$ cat config.mk
export PLATFORM = sky130hd
export DESIGN_NAME = store_narrow_32
export DESIGN_NICKNAME = d
export VERILOG_FILES = /design/src/rtl/mips_mem_pkg.sv /design/src/rtl/store_lane_align.sv /design/src/rtl/store_narrow_32.sv
export SDC_FILE = /design/constraint.sdc
export NUM_CORES = 1
export LEC_CHECK = 0
export CAP_MARGIN = 25
export CORE_ASPECT_RATIO = 1.4
export CORE_UTILIZATION = 35
export DETAILED_ROUTE_END_ITERATION = 8
export SLEW_MARGIN = 20
export SYNTH_ARGS = -nofsm -noshare
export SYNTH_HDL_FRONTEND = slang
export SYNTH_HIERARCHICAL = 1
export SYNTH_SLANG_ARGS = --single-unit
$ cat constraint.sdc
create_clock -name clk -period 2.31 [get_ports clk]
set_input_delay 0.3465 -clock clk [delete_from_list [all_inputs] [get_ports clk]]
set_output_delay 0.3465 -clock clk [all_outputs]
set_load 0.05 [all_outputs]
$ cat src/rtl/mips_mem_pkg.sv
// mips_mem_pkg
// Shared definitions for the narrow-store path: size encodings, byte-enable
// constants, the store FIFO entry layout and the FIFO occupancy states.
// No ports (package).
package mips_mem_pkg;

    localparam logic [1:0] SZ_BYTE = 2'b00;
    localparam logic [1:0] SZ_HALF = 2'b01;
    localparam logic [1:0] SZ_WORD = 2'b10;
    localparam logic [1:0] SZ_RSVD = 2'b11;

    localparam logic [3:0] BE_BYTE0   = 4'b0001;
    localparam logic [3:0] BE_HALF_LO = 4'b0011;
    localparam logic [3:0] BE_HALF_HI = 4'b1100;
    localparam logic [3:0] BE_WORD    = 4'b1111;

    typedef struct packed {
        logic [29:0] addr;   // word address, byte offset dropped
        logic [31:0] wdata;
        logic [3:0]  be;
    } fifo_entry_t;

    typedef enum logic [1:0] {
        ST_EMPTY = 2'b00,
        ST_ONE   = 2'b01,
        ST_FULL  = 2'b10
    } fifo_state_t;

endpackage

$ cat src/rtl/store_lane_align.sv
// store_lane_align
// Combinational lane steering for sb/sh/sw stores.
// Ports:
//   addr[1:0]  in   byte offset of the store
//   size[1:0]  in   SZ_BYTE / SZ_HALF / SZ_WORD / reserved
//   data[31:0] in   register value
//   wdata[31:0] out lane-replicated write data
//   be[3:0]    out  byte enables (bit n = lane n)
//   misaligned out  half at odd address, word not on a word boundary, or reserved size
import mips_mem_pkg::*;

module store_lane_align (
    input  logic [1:0]  addr,
    input  logic [1:0]  size,
    input  logic [31:0] data,
    output logic [31:0] wdata,
    output logic [3:0]  be,
    output logic        misaligned
);

    always_comb begin
        wdata      = data;
        be         = BE_WORD;
        misaligned = 1'b0;
        case (size)
            SZ_BYTE: begin
                wdata = {4{data[7:0]}};
                be    = BE_BYTE0 << addr;
            end
            SZ_HALF: begin
                // addr[0] is ignored for lane selection: an odd half is
                // either rejected or silently rounded down.
                wdata      = {2{data[15:0]}};
                be         = addr[1] ? BE_HALF_HI : BE_HALF_LO;
                misaligned = addr[0];
            end
            SZ_WORD: begin
                misaligned = (addr != 2'b00);
            end
            default: begin
                // reserved size behaves as a word when it is let through
                misaligned = 1'b1;
            end
        endcase
    end

endmodule

$ cat src/rtl/store_narrow_32.sv
// store_narrow_32
// Narrow store unit: aligns sb/sh/sw requests onto 32-bit memory lanes and
// buffers them in a 2-entry in-order FIFO ahead of the data memory port.
// Optional feature macro: STORE_MISALIGN_CHECK_EN (drop misaligned requests
// and pulse misalign_err one cycle after the handshake).
// Ports:
//   clk, rst_n              clock, async active-low reset
//   req_valid/req_ready     store request handshake
//   req_addr/data/size      store byte address, register value, width
//   mem_valid/mem_ready     write handshake toward data memory
//   mem_addr/wdata/be       registered write presented from the FIFO head
//   misalign_err            one-cycle pulse for a rejected request
//   busy                    any entry buffered
//
// state    | meaning
// ST_EMPTY | no buffered writes, mem_valid low
// ST_ONE   | one write buffered and presented
// ST_FULL  | two writes buffered, req_ready low
import mips_mem_pkg::*;

module store_narrow_32 (
    input  logic        clk,
    input  logic        rst_n,
    input  logic        req_valid,
    output logic        req_ready,
    input  logic [31:0] req_addr,
    input  logic [31:0] req_data,
    input  logic [1:0]  req_size,
    output logic        mem_valid,
    input  logic        mem_ready,
    output logic [31:0] mem_addr,
    output logic [31:0] mem_wdata,
    output logic [3:0]  mem_be,
    output logic        misalign_err,
    output logic        busy
);

    fifo_state_t state_q, state_d;
    fifo_entry_t entries_q [2];
    fifo_entry_t new_entry, head_d;
    logic        wr_ptr_q, rd_ptr_q, rd_ptr_d;
    logic        accept, push, pop;
    logic [31:0] al_wdata;
    logic [3:0]  al_be;
    logic        al_mis;

    store_lane_align u_align (
        .addr       (req_addr[1:0]),
        .size       (req_size),
        .data       (req_data),
        .wdata      (al_wdata),
        .be         (al_be),
        .misaligned (al_mis)
    );

    assign req_ready = (state_q != ST_FULL);
    assign busy      = (state_q != ST_EMPTY);
    assign accept    = req_valid && req_ready;
    assign pop       = mem_valid && mem_ready;
    assign new_entry = '{addr: req_addr[31:2], wdata: al_wdata, be: al_be};

`ifdef STORE_MISALIGN_CHECK_EN
    assign push = accept && !al_mis;

    always_ff @(posedge clk or negedge rst_n) begin
        if (!rst_n) misalign_err <= 1'b0;
        else        misalign_err <= accept && al_mis;
    end
`else
    logic unused_mis;
    assign unused_mis   = al_mis;
    assign push         = accept;
    assign misalign_err = 1'b0;
`endif

    always_comb begin
        state_d = state_q;
        case (state_q)
            ST_EMPTY: if (push)         state_d = ST_ONE;
            ST_ONE: begin
                if (push && !pop)       state_d = ST_FULL;
                else if (pop && !push)  state_d = ST_EMPTY;
            end
            ST_FULL:  if (pop)          state_d = ST_ONE;
            default:                    state_d = ST_EMPTY;
        endcase
    end

    // The head after this edge: when the slot being written is also the
    // next read slot, the FIFO was (or becomes) otherwise empty, so the
    // new entry is the head.
    assign rd_ptr_d = pop ? ~rd_ptr_q : rd_ptr_q;
    assign head_d   = (push && (wr_ptr_q == rd_ptr_d)) ? new_entry : entries_q[rd_ptr_d];

    always_ff @(posedge clk or negedge rst_n) begin
        if (!rst_n) begin
            state_q   <= ST_EMPTY;
            wr_ptr_q  <= 1'b0;
            rd_ptr_q  <= 1'b0;
            mem_valid <= 1'b0;
            mem_addr  <= '0;
            mem_wdata <= '0;
            mem_be    <= '0;
            for (int i = 0; i < 2; i++) entries_q[i] <= '0;
        end else begin
            state_q   <= state_d;
            rd_ptr_q  <= rd_ptr_d;
            mem_valid <= (state_d != ST_EMPTY);
            if (push) begin
                entries_q[wr_ptr_q] <= new_entry;
                wr_ptr_q            <= ~wr_ptr_q;
            end
            if (state_d != ST_EMPTY) begin
                mem_addr  <= {head_d.addr, 2'b00};
                mem_wdata <= head_d.wdata;
                mem_be    <= head_d.be;
            end
        end
    end

endmodule

Yosys cells after proc, flatten, opt, wreduce, memory -nomap -nowiden

Cells that the tools add are included.

Register bits after elaboration: 203
Bits in latches: 0
Memory bits (writable): 0
Bits in read-only memories: 0
Input port bits: 70
Output and inout bits: 72
Word-level logic and storage cells: 54
Memories kept: 0

Add/subtract/negate cells: 0
Multiply operators: 0
Divide/modulo/power cells: 0
Order comparisons: 3
Eq/ne operators: 5
Shifts and indexed selects: 1
Muxes and demuxes: 16
Bitwise operators: 4
Reduce and logical (&&, ||, !) cells: 12

Operator list:

| operator                                                                     | number |
|---|---|
| 66-bit two-way mux                                                           | 5 |
| 132-bit bitwise mux                                                          | 1 |
| 66-bit demux with 1-bit select                                               | 1 |
| 32-bit one-hot mux with 2 select lines                                       | 1 |
| 2-bit two-way mux                                                            | 4 |
| 4-bit one-hot mux with 2 select lines                                        | 1 |
| 1-bit logical AND                                                            | 6 |
| 2-bit one-hot mux with 3 select lines                                        | 1 |
| 2-bit by 1-bit == test with 1-bit output, second input constant              | 2 |
| 2-bit greater-or-equal comparator, second input constant                     | 2 |
| 2-bit logical NOT                                                            | 2 |
| 4-bit two-way mux                                                            | 1 |
| 1-bit inverter with 2-bit output                                             | 2 |
| 2-bit nonzero test                                                           | 2 |
| 1-bit by 2-bit << shifter with 4-bit output, first input constant            | 1 |
| 2-bit == test, second input constant                                         | 1 |
| 1-bit logical NOT                                                            | 2 |
| 2-bit by 1-bit less-than comparator with 1-bit output, second input constant | 1 |
| 2-bit != test, second input constant                                         | 1 |
| 1-bit inverter                                                               | 2 |
| 1-bit == test                                                                | 1 |
| 1-bit two-way mux                                                            | 1 |

Logic depth before layout (Yosys ltp)

Word-level depth: 8
Mapped depth: 7
Mapped depth without buffers: 5

Modules after synthesis

The synthesis kept the hierarchy.

By module, submodules not included:

| module           | times used | cells each | area an instance (um^2) | seq. area each (um^2) |
|---|---|---|---|---|
| store_narrow_32  | 1          | 682        | 8490.6                  | 5079.9 |
| store_lane_align | 1          | 62         | 526.8                   | 0.0 |

Worst setup path before layout

No wires, ideal clock.

Kind: flip-flop to flip-flop
Start: register state_q[1]
End: register entries_q[102] (netlist name)
Setup time: 0.125 ns
Data arrival time: 1.989 ns
Data required time: 2.185 ns
Setup slack: 0.196 ns
Cell stages (with the launch flop): 8
Path buffers: 2
Period minus slack after synthesis: 2.114 ns
Cell sequence: dfrtp_1 -> nor2b_1 -> inv_1 -> nand2_1 -> nor2_1 -> buf_2 -> buf_2 -> mux2_2

Word-level cells in the longest chain between the ends: 2

RTL lines:

| what                          | RTL line               | RTL |
|---|---|---|
| start, declared               | store_narrow_32.sv:38  | `fifo_state_t state_q, state_d;` |
| start signal, assigned        | store_narrow_32.sv:106 | `state_q <= state_d;` |
| 2-bit != test                 | store_narrow_32.sv:56  | `assign req_ready = (state_q != ST_FULL);` |
| named net req_ready           | store_narrow_32.sv:25  | `output logic req_ready,` |
| 1-bit logical AND             | store_narrow_32.sv:58  | `assign accept = req_valid && req_ready;` |
| end signal, assigned by index | store_narrow_32.sv:110 | `entries_q[wr_ptr_q] <= new_entry;` |
| end, declared                 | store_narrow_32.sv:39  | `fifo_entry_t entries_q [2];` |

The timed path passes the listed nets, and every way through them passes these cells.
A chain may end at the register's enable or synchronous reset.

Worst setup path after layout

Start: register state_q[1]
End: output req_ready

Word-level cells in the longest chain between the ends: 1

RTL lines:

| what          | RTL line |
|---|---|
| 2-bit != test | store_narrow_32.sv:56 |
| end, declared | store_narrow_32.sv:25 |

Every way passes these cells.

==> out/results.tsv <==
metric	value	unit
status	finished clean	
switching_share	44.0	%
regToRegEndpoint	mem_wdata[5]	
fin_nets	933	
place_congestion	0.752	
cts_max_level	1	
multi_input_area	3570	sq um
hold_viol	0	
io_pins	142	
ir_worst_vdd	837	uV
clk_pin_slew	0.06	ns
ant_nets	0	
num_rows	69	
grt_pass1_wl	39100	um
worstPathArrival	1.85	ns
drc	0	
postCtsSetupRepairBufs	0	
hpwlAfterDp	15300	um
drive_gt1_share	25.3	%
cts_sinks	203	
power.internal	11.5	mW
p_leak	4.63	nW
seqPwrFrac	31.7	%
synth_area	9010	sq um
period_share	94.9	%
fin_util	45.4	%
path_max_fanout	7	
die_h	192	um
wl_per_cell	20.9	um
power_density	1790	nW/um^2
reg2reg_slack	0.35	ns
dieArea	26400	sq um
met3_usage	2.38	%
numCtsBuffers	21	
nFillCells	2307	
comb_power_share	52.7	%
clkPwrFrac	15.6	%
n_antenna_cell	0	
syn_area_per_cell	12.1	sq um
max_slew_margin	61.4	%
antenna_found_initial	0	
cp.required	1.96	ns
max_clock_freq	0.456	GHz
seqCellArea	5080	sq um
drt-initial-drc-count	289	
setup_viol	0	
start_kind	flip-flop	
finalCriticalPeriod	2.19	ns
path_class	reg2out	
grt_pass1_vias	6808	
r2r_start	wr_ptr_q	
via_per_inst	5.55	
timing.max_cap.violations	0	
rsz0062_at_grt	no	
maxSlewViolCount	0	
worst_pin_slew	0.578	ns
core	25300	sq um
grt-busiest-layer	met2	
hold_path_class	in2async	
via_count	6637	
skew	0.00798	ns
grt_usage	19.4	%
drt-total-wl	24900	um
ys_warn_count	6	
end_kind	primary output	
syn-instance-count	742	
initial_core_util	35.6	%
worst_skew_pair.late_latency	0.49	ns
syn_to_final_growth	27.5	%
clock_path_buffers	3	
grt_use_met1	25.4	%
clock_tree.root_cell	clkbuf_16	
reg2reg_depth	4	
cts_tree	yes	
power.switching	9.03	mW
grt_max_degree	69	
dr.pass1.iters	4	
grt_overflow	0	
die_w	138	um
met2_usage	33.0	%
tns	0	ns
io_buffer_count	138	
==> power by group through the flow <==
stage          sequential [mW]  clock, mW  combinational [mW]
2_1_floorplan             8.33          0                5.35
4_1_cts                   6.53       3.29                10.9
3_5_place_dp              6.57          0                10.9
5_1_grt                   6.75       3.43                11.6
6_report                  6.52       3.19                10.8
3_3_place_gp              6.54          0                10.7
==> layout by cell type (no fill, tap or decap), types with 3 or more instances in the layout <==
cell type        instances
dfrtp_1                203
mux2_2                 148
nand2_1                144
clkdlybuf4s50_1        135
o32ai_1                 66
a31oi_1                 66
clkbuf_16               21
buf_12                  15
buf_4                   13
clkbuf_1                 8
mux2i_1                  8
o21ai_2                  8
clkinv_2                 4
conb_1                   3
==> layout make-up <==
type | count | share of cell area [%]
clock buffer | 30 | 4.96
clock inverter | 6 | 0.501
inverter | 3 | 0.0981
multi-input combinational | 467 | 31.1
sequential | 203 | 44.2
tap | 319 | 3.48
timing repair buffer | 167 | 15.6
==> per-stage QoR <==
step	worst slack, ns	power [mW]	hold slack (ns)	instance area (sq um)	cells
2_1_floorplan	0.196	13.7	0.0509	9010	744
3_3_place_gp	0.196	17.3	0.254	10800	1158
3_5_place_dp	0.167	17.5	0.252	10800	1158
4_1_cts	0.00772	20.7	0.294	11500	1195
5_1_grt	0.0209	21.8	0.316	11500	1195
6_report	0.117	20.5	0.302	11500	1195
==> worst max path at each step <==
stage	from	to	slack (ns)
finish	state_q[1]	req_ready	0.12
global route	state_q[1]	req_ready	0.02
CTS	state_q[0]	busy	0.008
detailed placement	mem_ready	mem_addr[6]	0.17
global placement	mem_ready	mem_wdata[7]	0.20
floorplan	state_q[1]	entries_q[102]	0.20
==> state kept, by name, summed over array words and instances, names as in the netlist <==
signal     flops
entries_q    132
mem_addr      30
mem_be         4
mem_valid      1
mem_wdata     32
rd_ptr_q       1
state_q        2
wr_ptr_q       1
==> worst max-delay path: stages, from the launching register on <==
cell and delay [ns]:
dfrtp_1 0.43, nor2b_1 0.16, inv_1 0.19, dlygate4sd2_1 0.56
==> per-layer routing <==
layer  part of all wire [%]  wire, um  vias to the layer above
met5                      0         0                        -
met4                    2.3       571                        0
met3                    4.9      1220                       40
met2                     50     12400                      190
met1                     43     10700                     3454
li1                       -         -                     2953
==> repair_timing <==
item / 4_1_cts / 5_1_grt
hold endpoints to repair: 22 / 0
setup endpoints to repair: 1 / 1
gates resized for setup: 1 / 1
hold buffers: 1 / 0
Power figures use the tool's default switching activity.
==> RTL change: new RTL, same settings <==
The option `STORE_MISALIGN_CHECK_EN` is turned on by a define.
--- a/src/rtl/store_narrow_32.sv
+++ b/src/rtl/store_narrow_32.sv
@@ -16,6 +16,8 @@
 // ST_EMPTY | no buffered writes, mem_valid low
 // ST_ONE   | one write buffered and presented
 // ST_FULL  | two writes buffered, req_ready low
+`define STORE_MISALIGN_CHECK_EN
+
 import mips_mem_pkg::*;
 
 module store_narrow_32 (
Formal check against the unedited RTL: not equivalent (Yosys sat finds a counterexample within 4 cycles, from zero or initial values and one cycle with rst_n low).
==> RTL change against the original RTL <==
  * Wire length down 4.9%
  * Register-to-register slack gained 0.17 ns
  * Synthesized cell count is 9.0% lower
  * Sequential cell count rose by 1
  * Utilization grew 0.37 points
  * Power is 0.31% higher
  * Die area rose by 5.4%
  * Critical path depth decreased by 2
  * Area after synthesis up 5.5%
  * Final area rose by 6.6%
  * Worst setup slack better by 0.024 ns
  * Critical path type unchanged
  * Largest cell class unchanged
  * Largest power group unchanged
==> RTL change: results (changes against the original RTL) <==
Parameter                              Value

Clocking
  Clock-pin transition on the worst setup and hold timing paths ... 0.06 ns (about the same)
  Cts bufs inserted ... 22 (+4.8%)

STA
  Final setup skew ... 0.009542 ns (+0.001557 ns)
  Worst slew pin tran ... 0.6463 ns (+0.06862 ns)

Routing
  Met1 routed wirelength after detailed routing ... 10.23 mm (-4.6%)
  Met2 routed WL ... 12.17 mm (-2.1%)
  Sum of met3 wire segment lengths after detailed routing ... 840 um (-31%)
  DR iter-0 viols ... 248 (-14%)
  Routed wirelength normalized by instance count ... 19.89 um (-4.7%)

Power
  Peak VDD IR ... 1096 uV (+31%)
  Leakage power summed over all cells ... 5.018 nW (+8.3%)

Placement
  Last weighted congestion value of the routability-driven placer ... 0.7383 (-1.8%)
  Cell Area, Placed ... 0.01153 mm2 (+6.3%)
  Number of port buffers ... 139 (+0.72%)
  Post-detail-place hpwl ... 15.76 mm (+3.1%)

Run status
  Status ... finished clean

Global route
  Vias in the first global route ... 6,530 (-4.1%)
  Largest net degree at the start of global routing ... 57 (-17%)
  Global-route wire length before repair ... 38.01 mm (-2.9%)
  Overall fraction of global-route tracks in use ... 17.71% (-1.7 points)

Final layout
  Fraction of final layout cells sized beyond drive strength 1 ... 20.77% (-4.6 points)
  Final nets ... 884 (-5.3%)

Logic synthesis
  Total of warnings raised by yosys ... 6 (unchanged)

Worst setup path
  Slowest stage delay, CP ... 0.86 ns (+0.30 ns)
  Reg2Reg Setup Slack ... 0.52 ns (+0.17 ns)
  Data arrival time at the worst-slack endpoint ... 1.82 ns (-0.03 ns)
  Crit-path slowest cell ... clkdlybuf4s50_1
[RTL change: per-layer routing]
metal | vias to the layer above | track usage (%)
met4 | 0 | 5.233
met1 | 3163 | 22.31
met2 | 138 | 31.43
met5 | - | 0
li1 | 2805 | -
met3 | 31 | 2.332
[RTL change: worst paths after layout]
kind,cells after the start,to,startpoint
worst max-delay path,1,mem_wdata[13],mem_wdata[13]
worst min-delay path,2,entries_q[48],rst_n
max in group asynchronous,3,entries_q[39],rst_n
worst max register to register,5,entries_q[37],state_q[0]
min in group clk,3,state_q[0],mem_ready
worst min register to register,1,entries_q[20],entries_q[20]
[RTL change: logic make-up after synthesis]
logic type             after synthesis  share of synthesized area (%)
buffers and inverters               68                          4.411
XOR/XNOR                             3                         0.5004
multiplexers                       222                          25.33
AO/OA/AOI/OAI                      150                          14.52
other                                1                        0.03946
AND/OR/NAND/NOR                     27                          1.475
flip-flops                         204                          53.72
[RTL change: what timing repair did]
action / in CTS / in global routing
hold buffers: 1 / 0
endpoints found under the setup margin: 1 / 0
resized for setup: 1 / 0
hold endpoints to repair: 52 / 0
[RTL change: cell type report]
type | count | area [um2] | share of cell area [%]
Clock buffer | 29 | 618.1 | 5.051
Clock inverter | 9 | 78.83 | 0.6441
Inverter | 3 | 11.26 | 0.09202
Multi-Input combinational cell | 404 | 4036 | 32.98
Sequential cell | 204 | 5105 | 41.71
Tap cell | 365 | 456.7 | 3.732
Timing Repair Buffer | 179 | 1932 | 15.79
[RTL change: power by group]
group | switching, W | leakage, nW | internal, W
registers | 0.00105 | 2.39 | 0.00545
clock network | 0.00144 | 0.346 | 0.00200
logic | 0.00629 | 2.28 | 0.00439
total | 0.00877 | 5.02 | 0.0118
[RTL change: stage by stage]
| step | total power [W] | setup slack, ns | TNS (ns) | instances | hold WS [ns] |
|---|---|---|---|---|---|
| 2_1_floorplan | 0.01368 | 0.2646 | 0 | 676 | 0.05091 |
| 3_3_place_gp | 0.01723 | -0.07048 | -4.009 | 1154 | 0.3664 |
| 3_5_place_dp | 0.01739 | -0.1324 | -12.35 | 1154 | 0.3666 |
| 4_1_cts | 0.02091 | 0.1375 | 0 | 1193 | 0.3886 |
| 5_1_grt | 0.02179 | 0.1382 | 0 | 1193 | 0.4105 |
| 6_report | 0.02061 | 0.1417 | 0 | 1193 | 0.3785 |
